`config.mk`:
```
export PLATFORM = sky130hd
export DESIGN_NAME = adc_ro_buf_fifo_flat
export DESIGN_NICKNAME = d
export VERILOG_FILES = /design/src/rtl/adc_ro_buf_fifo_pkg.sv /design/src/rtl/adc_ro_buf_fifo_if.sv /design/src/rtl/adc_ro_buf_ram.sv /design/src/rtl/adc_ro_buf_fifo.sv /design/src/flat_wrapper.sv
export SDC_FILE = /design/constraint.sdc
export NUM_CORES = 1
export LEC_CHECK = 0
export ABC_AREA = 1
export BUFFER_PORTS_ARGS = -buffer_cell sky130_fd_sc_hd__clkbuf_2
export CORE_ASPECT_RATIO = 1.25
export CORE_MARGIN = 2
export CORE_UTILIZATION = 43
export DETAILED_ROUTE_END_ITERATION = 10
export PLACE_DENSITY = 0.71
export REMOVE_ABC_BUFFERS = 1
export SYNTH_ARGS = -nofsm -noshare
export SYNTH_HDL_FRONTEND = slang
export SYNTH_SLANG_ARGS = --single-unit
```
`constraint.sdc`:
```
create_clock -name clk_100 -period 1.85 [get_ports clk_100]
set_input_delay 0.185 -clock clk_100 [delete_from_list [all_inputs] [get_ports clk_100]]
set_output_delay 0.185 -clock clk_100 [all_outputs]
set_load 0.02 [all_outputs]
```
`src/rtl/adc_ro_buf_fifo_pkg.sv`:
```
// Shared constants for the ADC readout sample buffer.
// Sample width and buffer depth used by the FIFO and its RAM.
package adc_ro_pkg;

   localparam int ADC_SAMPLE_WIDTH   = 16;
   localparam int ADC_BUF_ADDR_WIDTH = 4;

   typedef struct packed {
      logic wr;
      logic rd;
   } adc_ro_acc_t;

   // Occupancy after one edge given which requests were accepted.
   function automatic logic [ADC_BUF_ADDR_WIDTH:0] adc_ro_next_count(
      input logic [ADC_BUF_ADDR_WIDTH:0] cnt,
      input adc_ro_acc_t                 acc
   );
      logic [ADC_BUF_ADDR_WIDTH:0] res;
      res = cnt;
      if (acc.wr && !acc.rd) res = cnt + 1'b1;
      else if (acc.rd && !acc.wr) res = cnt - 1'b1;
      return res;
   endfunction

endpackage

```
`src/rtl/adc_ro_buf_fifo_if.sv`:
```
// Write/read bus of the ADC readout sample buffer.
// master drives requests and write data; slave is the FIFO.
interface adc_ro_buf_fifo_if #(
   parameter int DATA_WIDTH = 16,
   parameter int ADDR_WIDTH = 4
);
   logic [DATA_WIDTH-1:0] din;
   logic                  wr_en;
   logic                  full;
   logic                  rd_en;
   logic [DATA_WIDTH-1:0] dout;
   logic                  valid;
   logic                  empty;
   logic [ADDR_WIDTH:0]   data_count;
   logic                  overflow;
   logic                  underflow;

   modport master (
      output din, wr_en, rd_en,
      input  full, dout, valid, empty, data_count, overflow, underflow
   );

   modport slave (
      input  din, wr_en, rd_en,
      output full, dout, valid, empty, data_count, overflow, underflow
   );
endinterface

```
`src/rtl/adc_ro_buf_ram.sv`:
```
// Simple dual-port sample RAM: synchronous write, registered read.
// The array itself is not reset; only the read register is.
module adc_ro_buf_ram
   import adc_ro_pkg::*;
#(
   parameter int DATA_WIDTH = ADC_SAMPLE_WIDTH,
   parameter int ADDR_WIDTH = ADC_BUF_ADDR_WIDTH
) (
   input  logic                  clk_100,
   input  logic                  rst,
   input  logic                  we_i,
   input  logic [ADDR_WIDTH-1:0] waddr_i,
   input  logic [DATA_WIDTH-1:0] wdata_i,
   input  logic                  re_i,
   input  logic [ADDR_WIDTH-1:0] raddr_i,
   output logic [DATA_WIDTH-1:0] rdata_o
);

   logic [DATA_WIDTH-1:0] mem_q [2**ADDR_WIDTH];
   logic [DATA_WIDTH-1:0] rdata_q;

   always_ff @(posedge clk_100) begin
      if (we_i) begin
         mem_q[waddr_i] <= wdata_i;
      end
   end

   // Read register holds its value when no read is enabled.
   always_ff @(posedge clk_100 or posedge rst) begin
      if (rst) begin
         rdata_q <= '0;
      end else if (re_i) begin
         rdata_q <= mem_q[raddr_i];
      end
   end

   assign rdata_o = rdata_q;

endmodule

```
`src/rtl/adc_ro_buf_fifo.sv`:
```
// First-word-not-fall-through buffer FIFO for ADC samples.
// Pointers, occupancy, flags and strobes live here; storage in adc_ro_buf_ram.
module adc_ro_buf_fifo
   import adc_ro_pkg::*;
#(
   parameter int DATA_WIDTH = ADC_SAMPLE_WIDTH,
   parameter int ADDR_WIDTH = ADC_BUF_ADDR_WIDTH
) (
   input  logic               clk_100,
   input  logic               rst,
   adc_ro_buf_fifo_if.slave   bus
);

   localparam logic [ADDR_WIDTH:0] FULL_CNT = {1'b1, {ADDR_WIDTH{1'b0}}};

   logic [ADDR_WIDTH-1:0] wr_ptr_q, wr_ptr_d;
   logic [ADDR_WIDTH-1:0] rd_ptr_q, rd_ptr_d;
   logic [ADDR_WIDTH:0]   count_q, count_d;
   logic                  full_q, full_d;
   logic                  empty_q, empty_d;
   logic                  valid_q, valid_d;
   logic                  ovf_q, ovf_d;
   logic                  unf_q, unf_d;
   adc_ro_acc_t           acc;
   logic [DATA_WIDTH-1:0] dout_w;

   // Flags gate both sides even when the other side frees/fills a slot.
   always_comb begin
      acc.wr   = bus.wr_en & ~full_q;
      acc.rd   = bus.rd_en & ~empty_q;
      wr_ptr_d = wr_ptr_q;
      rd_ptr_d = rd_ptr_q;
      if (acc.wr) wr_ptr_d = wr_ptr_q + 1'b1;
      if (acc.rd) rd_ptr_d = rd_ptr_q + 1'b1;
      count_d  = adc_ro_next_count(count_q, acc);
      full_d   = (count_d == FULL_CNT);
      empty_d  = (count_d == '0);
      valid_d  = acc.rd;
      ovf_d    = bus.wr_en & full_q;
      unf_d    = bus.rd_en & empty_q;
   end

   always_ff @(posedge clk_100 or posedge rst) begin
      if (rst) begin
         wr_ptr_q <= '0;
         rd_ptr_q <= '0;
         count_q  <= '0;
         full_q   <= 1'b0;
         empty_q  <= 1'b1;
         valid_q  <= 1'b0;
         ovf_q    <= 1'b0;
         unf_q    <= 1'b0;
      end else begin
         wr_ptr_q <= wr_ptr_d;
         rd_ptr_q <= rd_ptr_d;
         count_q  <= count_d;
         full_q   <= full_d;
         empty_q  <= empty_d;
         valid_q  <= valid_d;
         ovf_q    <= ovf_d;
         unf_q    <= unf_d;
      end
   end

   adc_ro_buf_ram #(
      .DATA_WIDTH (DATA_WIDTH),
      .ADDR_WIDTH (ADDR_WIDTH)
   ) u_ram (
      .clk_100 (clk_100),
      .rst     (rst),
      .we_i    (acc.wr),
      .waddr_i (wr_ptr_q),
      .wdata_i (bus.din),
      .re_i    (acc.rd),
      .raddr_i (rd_ptr_q),
      .rdata_o (dout_w)
   );

   assign bus.dout       = dout_w;
   assign bus.valid      = valid_q;
   assign bus.full       = full_q;
   assign bus.empty      = empty_q;
   assign bus.data_count = count_q;
   assign bus.overflow   = ovf_q;
   assign bus.underflow  = unf_q;

endmodule

```
`src/flat_wrapper.sv`:
```
// flat-port wrapper written by rule: the top's interface ports become plain ports
module adc_ro_buf_fifo_flat import adc_ro_pkg::*;
#(
   parameter int DATA_WIDTH = ADC_SAMPLE_WIDTH,
   parameter int ADDR_WIDTH = ADC_BUF_ADDR_WIDTH
)
  (clk_100, rst, bus_din, bus_wr_en, bus_rd_en, bus_full, bus_dout, bus_valid, bus_empty, bus_data_count, bus_overflow, bus_underflow);
  adc_ro_buf_fifo_if #(.DATA_WIDTH(DATA_WIDTH), .ADDR_WIDTH(ADDR_WIDTH)) bus_i ();
  input  logic clk_100;
  input  logic rst;
  input wire logic [$bits(bus_i.din)-1:0] bus_din;
  input wire logic [$bits(bus_i.wr_en)-1:0] bus_wr_en;
  input wire logic [$bits(bus_i.rd_en)-1:0] bus_rd_en;
  output wire logic [$bits(bus_i.full)-1:0] bus_full;
  output wire logic [$bits(bus_i.dout)-1:0] bus_dout;
  output wire logic [$bits(bus_i.valid)-1:0] bus_valid;
  output wire logic [$bits(bus_i.empty)-1:0] bus_empty;
  output wire logic [$bits(bus_i.data_count)-1:0] bus_data_count;
  output wire logic [$bits(bus_i.overflow)-1:0] bus_overflow;
  output wire logic [$bits(bus_i.underflow)-1:0] bus_underflow;
  assign bus_i.din = bus_din;
  assign bus_i.wr_en = bus_wr_en;
  assign bus_i.rd_en = bus_rd_en;
  assign bus_full = bus_i.full;
  assign bus_dout = bus_i.dout;
  assign bus_valid = bus_i.valid;
  assign bus_empty = bus_i.empty;
  assign bus_data_count = bus_i.data_count;
  assign bus_overflow = bus_i.overflow;
  assign bus_underflow = bus_i.underflow;
  adc_ro_buf_fifo #(.DATA_WIDTH(DATA_WIDTH), .ADDR_WIDTH(ADDR_WIDTH)) u_core (.clk_100(clk_100), .rst(rst), .bus(bus_i));
endmodule
```
==> metrics.yaml, run 1 <==
hold_path:
  hold-path-endpoint: "u_core.u_ram.mem_q[14][2]$_DFFE_PP_"
  hold_class: "in -> reg"
  min_from: "bus_din[2]"
  min_path_cells: 1
die:
  initial_core_util_pct: 43.86
  die_x_um: 152.2
  core_region_area_um2: 26910
  die_area_um2: 28800
  ioPinCount: 46
  rows: 67
  die_h_um: 189.2
global_route:
  first_global_vias: 7849
  antenna_found_initial: 0
  grt_max_degree: 66
  grt_overflow: 0
  grt.total_usage_pct: 19.44
  grt_first_pass_wirelength_um: 43750
yosys:
  yosys_warnings: 0
  syn_inst: 1028
  yosysTopAreaCell: "edfxtp_1"
  avgSynthCellArea_um2: 11.48
  ys_seq_elements: 290
  yosysSeqAreaShare_pct: 72.35
  synthDistinctLibCells: 20
  synthesis.area_um2: 11800
  synth_top_area_share_pct: 65.13
  synthTopCellsByArea: "edfxtp_1 (65%), nand2_1 (13%), nand3_1 (7.3%), dfrtp_1 (7.0%), buf_2 (1.2%)"
timing:
  setup_violations: 0
  period_needed_ps: 1655
  relSlewSlack_pct: 41.31
  finClkSkew_ps: 21.45
  period_share_pct: 89.48
  tightest_slew_ps: 877.2
  tns_ps: 0
  maxSlewViolCount: 0
  rsz0062_at_grt: "false"
  hold_violations: 0
  clock.fmax_mhz: 604.1
clocking:
  clock_sinks: 290
  cts_tree: "done"
  clkTransAtPathRegs_ps: 60
  root_buffer: "clkbuf_16"
  post_cts_buffers: 0
  cts-buffers-inserted: 28
  insertion_delay_ps: 550
  ctsResizeCount: 0
  cts_max_level: 1
  cts-hold-fix-buffers: 3
  clockBufferDepth: 3
critical_path:
  crit_arrival_ps: 1900
  crit_type: "reg -> reg"
  endpoint_kind: "register"
  rrSetupSlack_ps: 190
  crit_fanout: 12
  critPathMaxStageDelay_ps: 400
  cp_data_required_time_ps: 2090
  r2r_end: "u_core.u_ram.mem_q[13][8]$_DFFE_PP_"
  r2r-start: "u_core.bus.full$_DFF_PP0_"
  reg2reg_depth: 5
  crit_path_cell_trace: "nor2_1 > buf_4 > nand2_1 > nor2_2 > buf_12"
  worst_path_max_delay_cell: "dfrtp_1"
  cp-start-kind: "register"
detailed_routing:
  wire_per_inst_um: 19.28
  first_pass_iters: 7
  vias: 7842
  remaining_drc_errors: 0
  first_iter_violations: 612
  ant_nets: 0
  drt_wl_total_um: 28300
  vias_per_cell: 5.342
placement:
  gpl.final_weighted_congestion: 0.8196
  hpwl_um: 16600
  io_buffers: 45
power_and_ir_drop:
  p_per_area_nw_per_um2: 1551
  finalPower_mw: 21.24
  irDropWorstVdd_mv: 0.8121
  leakage_nw: 5.359
cells_and_area:
  drive_gt1_share_pct: 14.51
  n_antenna_cell: 0
  nets: 1128
  syn2layout_area_growth_pct: 16.03
  nFillCells: 2271
job:
  drv_cap: 0
status:
  status: "finished clean"
## state kept, by name (all words and copies together), names as in the netlist, 4 cells and up
signal,cells
u_core.wr_ptr_q,4
u_core.rd_ptr_q,4
u_core.u_ram.rdata_o,16
u_core.u_ram.mem_q,256
u_core.bus.data_count,5
## power breakdown
part | internal [mW] | leakage [nW] | switching [mW]
combinational | 2.28 | 2.19 | 5.00
sequential | 8.03 | 2.73 | 0.432
clock | 3.14 | 0.445 | 2.37
total | 13.4 | 5.36 | 7.79
## cells in the final DEF, fill, tap and decap left out, types with 8 or more instances in the layout
master	count
nand3_1	173
dfrtp_1	31
nand2_1	405
nand3b_1	12
buf_12	14
xor2_1	8
clkbuf_16	28
edfxtp_1	256
nor2_2	17
clkbuf_2	45
inv_1	21
a21oi_1	24
buf_4	35
nor2_1	8
## cell type report
type,count,area (µm²),share of cell area [%]
clock buffers,39,792.0,5.783
clock inverters,13,108.9,0.7949
inverters,25,95.09,0.6944
multi-input cells,659,2924,21.35
flip-flops and latches,290,8544,62.39
well taps,345,431.7,3.152
repair buffers,97,798.3,5.829
## routing by layer
metal  vias up  wire (µm)  GRT usage, %
li1       3661          -             -
met1      3788      11210         23.85
met2       315      14100         33.85
met3        78       1898         3.685
met4         0       1093         8.088
met5         -          0             0
## cells in the mapped netlist
cell and count:
xor2_1 8, a21oi_1 24, dfstp_2 1, ha_1 7, clkbuf_1 7, buf_2 29, buf_4 13, edfxtp_1 256
buf_1 5, nor3_2 1, dfrtp_1 33, nand4_1 1, inv_1 22, o21ai_0 2, nand3b_1 12, nand2_1 405
nor2_1 25, inv_2 3, a21boi_0 1, nand3_1 173
## cell families after synthesis
kind of cell	count (synthesis)	share of synthesized area, %
AO/OA/AOI/OAI	27	1.166
XOR/XNOR	8	0.5937
buffers and inverters	79	3.233
flip-flops	290	72.35
adder cells (fa/ha/maj)	7	0.7420
AND/OR/NAND/NOR	617	21.91
## worst max-delay path: cells and delay by family (launching register included)
family                 cells  cell delay, ps
DFF                        1             400
and+or+nand+nor            3             570
buffers and inverters      2             380
## stage by stage
stage | cell area [µm²] | utilization, % | std cells | hold WS, ps | worst slack [ps]
3_5_place_dp | 12760 | 47.43 | 1413 | 310.2 | 201.5
4_1_cts | 13690 | 50.89 | 1468 | 32.74 | 180.8
6_report | 13690 | 50.89 | 1468 | 45.71 | 194.7
5_1_grt | 13690 | 50.89 | 1468 | 69.17 | 45.02
2_1_floorplan | 11510 | - | 974 | 283.9 | -2527
3_3_place_gp | 12760 | 47.43 | 1413 | 318.1 | 228.3
## worst max-delay path by stage
stage	startpoint	end	slack [ps]	depth (start not counted)
floorplan	u_core.rd_ptr_q[0]$_DFFE_PP0P_	u_core.u_ram.rdata_o[10]$_DFFE_PP0P_	-2530	9
global placement	u_core.bus.full$_DFF_PP0_	u_core.u_ram.mem_q[12][12]$_DFFE_PP_	230	5
detailed placement	u_core.bus.full$_DFF_PP0_	u_core.u_ram.mem_q[13][12]$_DFFE_PP_	200	5
CTS	u_core.bus.full$_DFF_PP0_	u_core.u_ram.mem_q[13][8]$_DFFE_PP_	180	5
global route	u_core.rd_ptr_q[0]$_DFFE_PP0P_	u_core.u_ram.rdata_o[14]$_DFFE_PP0P_	50	10
finish	u_core.bus.full$_DFF_PP0_	u_core.u_ram.mem_q[13][8]$_DFFE_PP_	190	5
No activity file was read; power rests on OpenSTA's default activity.
==> run 2: changes to the inputs <==
- ABC_AREA: 1 -> unset
- ABC_CLOCK_PERIOD_IN_PS: unset -> 1850
- CORE_MARGIN: 2 -> 5
==> run 2 against run 1 <==
Compared with the run above: worst hold slack better by 38 ps; clock power up 13%; synthesized cell count down 36%; total power down 0.78%; first-iteration DRC count down 28%; largest power group unchanged; global-route usage down 2.8 points; count of clock-buffer cells in the layout down 7; sequential power up 1%; via count down 22%; critical path type unchanged; largest cell class unchanged.
==> metrics.yaml, run 2 <==
cells_and_area:
  final_common_cell: "edfxtp_1"
  finalNonFillerCells: 1113
  top_register: "u_core.u_ram.mem_q"
  largest_register_ffs: 256
  n_antenna_cell: 0
  nets: 780
  mostFrequentLayoutCells: "edfxtp_1 (256), mux2i_1 (122), a22oi_1 (48), clkbuf_2 (45)"
  drive_gt1_share_pct: 20.31
  syn2layout_area_growth_pct: 18.31
  final_cell_area_um2: 13490
  final_util_pct: 51.70
global_route:
  grt_max_degree: 47
  grt.total_usage_pct: 16.61
  antenna_found_initial: 0
  first_global_vias: 6356
  grt_overflow: 0
  grt_first_pass_wirelength_um: 38010
job:
  drv_cap: 0
yosys:
  synthAdderAreaFrac_pct: 0.7681
  ys_seq_elements: 290
  synth_edf_count: 256
  synth_common_cells: "edfxtp_1 (256), mux2i_1 (122), a22oi_1 (48), dfrtp_1 (33), nand2_1 (24)"
  synthFlopType: "edfxtp_1"
  synthDistinctLibCells: 43
  synthTopCellsByArea: "edfxtp_1 (67%), mux2i_1 (11%), dfrtp_1 (7.2%), a22oi_1 (3.2%), a32oi_1 (1.2%)"
  yosysSeqAreaShare_pct: 74.89
  synth_top_area_share_pct: 67.42
  yosysTopAreaCell: "edfxtp_1"
  synth_compound_area_share_pct: 6.419
  synth_top_family_by_area: "multiplexers"
  yosys_warnings: 0
  syn_inst: 662
  yosysMostFrequentCell: "edfxtp_1"
  synthXorXnorAreaFrac_pct: 0.7681
  synthMuxAreaShare_pct: 11.40
  synthArstFlopShare_pct: 11.72
  yosys.area_share.simple_pct: 4.016
  synthesis.area_um2: 11400
  avgSynthCellArea_um2: 17.22
placement:
  dp_cells: 1061
  hpwl_um: 15670
  dp_slack_ps: 127.0
  gpl.final_weighted_congestion: 0.7858
  post_dp_cell_area_um2: 12450
  io_buffers: 45
clocking:
  post_cts_buffers: 0
  clock_sinks: 290
  clockBufferDepth: 3
  cts-buffers-inserted: 27
  ctsResizeCount: 0
  cts_tree: "done"
  insertion_delay_ps: 530
  cts_max_level: 1
  clkTransAtPathRegs_ps: 70
  root_buffer: "clkbuf_16"
timing:
  whs_ps: 83.86
  maxSlewViolCount: 0
  hold_violations: 0
  finClkSkew_ps: 9.736
  period_needed_ps: 1767
  tns_ps: 0
  period_share_pct: 95.53
  tightest_slew_ps: 700.4
  relSlewSlack_pct: 53.02
  clock.fmax_mhz: 565.9
  fin_ws_ps: 82.78
  setup_violations: 0
  rsz0062_at_grt: "true"
detailed_routing:
  drt_wl_total_um: 24740
  remaining_drc_errors: 0
  ant_nets: 0
  first_iter_violations: 443
  first_pass_iters: 5
  wire_per_inst_um: 22.23
  vias: 6113
  vias_per_cell: 5.492
critical_path:
  crit_type: "reg -> reg"
  cp_data_required_time_ps: 2080
  crit_arrival_ps: 1990
  rrSetupSlack_ps: 80
  endpoint_kind: "register"
  crit_fanout: 10
  cp-start-kind: "register"
die:
  die_x_um: 155.7
  die_area_um2: 29890
  rows: 66
  core_region_area_um2: 26100
  initial_core_util_pct: 43.69
  die_h_um: 192.1
  ioPinCount: 46
power_and_ir_drop:
  p_per_area_nw_per_um2: 1562
  finalPower_mw: 21.08
  leakage_nw: 4.816
  irDropWorstVdd_mv: 0.8574
status:
  status: "finished clean"
hold_path:
  hold_class: "in -> reg"
run 2: worst paths after layout:
path,endpoint,start,cells past startpoint
worst min-delay path,u_core.u_ram.mem_q[2][10]$_DFFE_PP_,bus_din[10],1
min in group asynchronous,u_core.bus.underflow$_DFF_PP0_,rst,3
worst min register to register,u_core.u_ram.rdata_o[12]$_DFFE_PP0P_,u_core.u_ram.rdata_o[12]$_DFFE_PP0P_,2
worst max-delay path,u_core.u_ram.mem_q[9][1]$_DFFE_PP_,u_core.bus.full$_DFF_PP0_,4
worst max register to register,u_core.u_ram.mem_q[9][1]$_DFFE_PP_,u_core.bus.full$_DFF_PP0_,4
max in group asynchronous,u_core.bus.empty$_DFF_PP1_,rst,4
run 2: per-layer routing:
layer / vias to the layer above / part of all wire, % / track usage [%]
li1: 2789 / - / -
met1: 3137 / 40 / 20.69
met2: 140 / 53 / 30.48
met3: 47 / 3.6 / 1.826
met4: 0 / 3.1 / 4.884
met5: - / 0 / 0
run 2: power by group:
| group | leakage, nW | internal [mW] | switching [mW] |
|---|---|---|---|
| Combinational | 1.61 | 2.56 | 3.74 |
| Sequential | 2.72 | 8.08 | 0.488 |
| Clock | 0.489 | 3.86 | 2.35 |
run 2: logic make-up (layout without fill, tap and decap cells):
| logic type | Yosys count | count (layout) |
|---|---|---|
| XOR/XNOR | 10 | 10 |
| buffers and inverters | 41 | 152 |
| adder cells (fa/ha/maj) | 7 | 7 |
| AO/OA/AOI/OAI | 103 | 103 |
| AND/OR/NAND/NOR | 82 | 82 |
| multiplexers | 129 | 129 |
| flip-flops | 290 | 290 |
run 2: worst max-delay path, cell delays in order (launching register included):
cell      delay, ps
dfrtp_1         420
nand2b_1        250
nor3b_1         380
and2_1          210
buf_4           200
run 2: area by class of cell:
type                       count  area, µm²
multi-input combinational    331       2670
inverter                       7      26.28
sequential                   290       8543
fill                        2140      12600
timing repair buffer          96      815.8
tap                          340      425.4
clock inverter                17      305.3
clock buffer                  32      704.4
run 2: timing repair:
item,in CTS,in global routing
hold buffers,3,0
endpoints found under the hold margin,15,0
setup endpoints to repair,0,21
==> run 3: changes to the inputs <==
- ABC_CLOCK_PERIOD_IN_PS: 1850 -> 1650
- PLACE_DENSITY: 0.71 -> 0.69
- SETUP_SLACK_MARGIN: unset -> 0.1
- clock period: 1.85 -> 1.65 ns (I/O delays scaled with it)
==> run 3 against run 2 <==
Compared with the run above: core utilization is 2.1 points higher; fmax is 8.7% higher; sequential power is 12% higher; non-clock buffer count rose by 35; die area is the same; critical path depth grew 2; wire length rose by 1.8%; sequential share of layout area is 2.5 points lower; first-iteration DRC count shrank 9.3%; largest cell class unchanged.
==> metrics.yaml, run 3 (synthesis results as in run 2) <==
hold_path:
  min_path_cells: 1
  min_from: "bus_din[3]"
  hold-path-endpoint: "u_core.u_ram.mem_q[7][3]$_DFFE_PP_"
  hold_class: "in -> reg"
critical_path:
  rrSetupSlack_ps: 20
  crit_fanout: 5
  crit_family: "simple AND/OR/NAND/NOR gates"
  crit_path_cell_trace: "nand2b_4 > inv_4 > and4_1 > a31oi_1 > xnor2_1 > nor4b_2"
  crit_type: "reg -> reg"
  crit_arrival_ps: 2060
  r2r-start: "u_core.bus.empty$_DFF_PP1_"
  reg2reg_depth: 6
  worst_path_max_delay_cell: "dfstp_2"
  cp_data_required_time_ps: 2080
  critPathMaxStageDelay_ps: 530
  r2r_end: "u_core.bus.full$_DFF_PP0_"
  endpoint_kind: "register"
  path_buf_inv: 1
  cp-start-kind: "register"
clocking:
  cts_tree: "done"
  insertion_delay_ps: 540
  root_buffer: "clkbuf_16"
  clockBufferDepth: 3
  cts_max_level: 1
  clock_sinks: 290
  cts-buffers-inserted: 27
  clkTransAtPathRegs_ps: 60
cells_and_area:
  final_common_cell: "edfxtp_1"
  finalNonFillerCells: 1149
  n_antenna_cell: 0
  syn2layout_area_growth_pct: 23.19
  nets: 815
  largest_register_ffs: 256
  top_register: "u_core.u_ram.mem_q"
  ff_latch_area_um2: 8543
  nFillCells: 2102
  mostFrequentLayoutCells: "edfxtp_1 (256), mux2i_1 (118), clkbuf_2 (45), a22oi_1 (41), dfrtp_1 (32)"
  multi_input_area_um2: 2839
  drive_gt1_share_pct: 28.80
  final_cell_area_um2: 14050
placement:
  io_buffers: 45
  hpwl_um: 15740
  gpl.final_weighted_congestion: 0.7707
  dp_cells: 1082
  post_dp_cell_area_um2: 12630
global_route:
  grtUsageMet1_pct: 19.60
  first_global_vias: 6341
  grt_max_degree: 34
  use_met2_pct: 30.58
  grt_first_pass_wirelength_um: 37050
  gr-usage-met3_pct: 2.276
  antenna_found_initial: 0
  grt.total_usage_pct: 16.27
  grt_overflow: 0
  busiest_layer: "met2"
detailed_routing:
  remaining_drc_errors: 0
  first_iter_violations: 402
  vias_per_cell: 5.408
  first_pass_iters: 5
  drt_wl_total_um: 25190
  vias: 6214
  wire_per_inst_um: 21.92
  ant_nets: 0
timing:
  finClkSkew_ps: 21.13
  tightest_slew_ps: 535.7
  clock.fmax_mhz: 615.1
  period_needed_ps: 1626
  relSlewSlack_pct: 64.23
  maxSlewViolCount: 0
  rsz0062_at_grt: "true"
  hold_violations: 0
  period_share_pct: 98.53
  setup_violations: 0
die:
  core_region_area_um2: 26100
  die_area_um2: 29890
  initial_core_util_pct: 43.69
  die_x_um: 155.7
  rows: 66
  ioPinCount: 46
  die_h_um: 192.1
job:
  drv_cap: 0
power_and_ir_drop:
  leakage_nw: 5.043
  irDropWorstVdd_mv: 0.8522
  p_per_area_nw_per_um2: 1705
status:
  status: "finished clean"
## run 3: cell count changes in the layout (fill, tap and decap cells not counted), moves of 4 or more
cell	change
mux2i_1	-4
buf_12	+6
a21oi_2	+4
and2_4	+14
clkinvlp_4	+4
buf_6	+23
a22oi_2	+7
bufinv_16	-6
a22oi_1	-7
mux2i_2	+4
and2_1	-14
a21oi_1	-4
## run 3: how the worst max path moves through the flow
stage | endpoint | cells after the start | slack [ps] | startpoint
final | u_core.bus.full$_DFF_PP0_ | 6 | 20 | u_core.bus.empty$_DFF_PP1_
after global routing | u_core.bus.full$_DFF_PP0_ | 6 | -80 | u_core.bus.empty$_DFF_PP1_
after CTS | u_core.bus.full$_DFF_PP0_ | 6 | 30 | u_core.bus.empty$_DFF_PP1_
after detailed placement | u_core.u_ram.mem_q[11][6]$_DFFE_PP_ | 5 | -80 | u_core.bus.full$_DFF_PP0_
after global placement | u_core.u_ram.mem_q[9][9]$_DFFE_PP_ | 5 | -40 | u_core.bus.full$_DFF_PP0_
after floorplan | u_core.u_ram.rdata_o[15]$_DFFE_PP0P_ | 4 | -2860 | u_core.rd_ptr_q[1]$_DFFE_PP0P_
## run 3: area by class of cell
| cell class | instances | share of cell area (%) |
|---|---|---|
| clock buffers | 33 | 4.971 |
| clock inverters | 17 | 1.113 |
| inverters | 7 | 0.2049 |
| multi-input cells | 331 | 20.21 |
| flip-flops and latches | 290 | 60.82 |
| well taps | 340 | 3.029 |
| repair buffers | 131 | 9.647 |
## run 3: power breakdown
part	switching, mW	internal [mW]
sequential	0.546	9.06
clock	2.59	3.35
combinational	4.57	3.83
## run 3: worst register-to-register path, delay by kind of cell, from the launching register on
kind | cells | cell delay [ps]
buffers and inverters | 1 | 50
AND/OR/NAND/NOR | 3 | 570
AO/OA/AOI/OAI | 1 | 180
XOR/XNOR | 1 | 200
flip-flops | 1 | 530
## run 3: what timing repair did
item,CTS,global route
cloned,3,5
pin swaps,4,23
endpoints found under the setup margin,193,208
hold endpoints to repair,21,0
setup buffers,2,4
resized for setup,38,60
hold buffers,3,0
## run 3: through the flow
step	worst slack, ps	hold WS [ps]	util [%]	total power, mW	TNS (ps)
floorplan	-2860	263.9	-	13.44	-81770
global route	-80.50	45.07	53.83	25.07	-178.3
detailed placement	-78.34	223.1	48.41	17.14	-3573
global placement	-44.01	214.1	48.41	17.00	-1861
finish	24.23	41.30	53.83	23.95	0
CTS	28.18	33.56	52.54	23.44	0
## run 3: routing by layer
metal | wire length, µm | up-vias
met4 | 595 | 0
li1 | - | 2864
met3 | 1076 | 34
met5 | 0 | -
met2 | 13540 | 156
met1 | 9978 | 3160
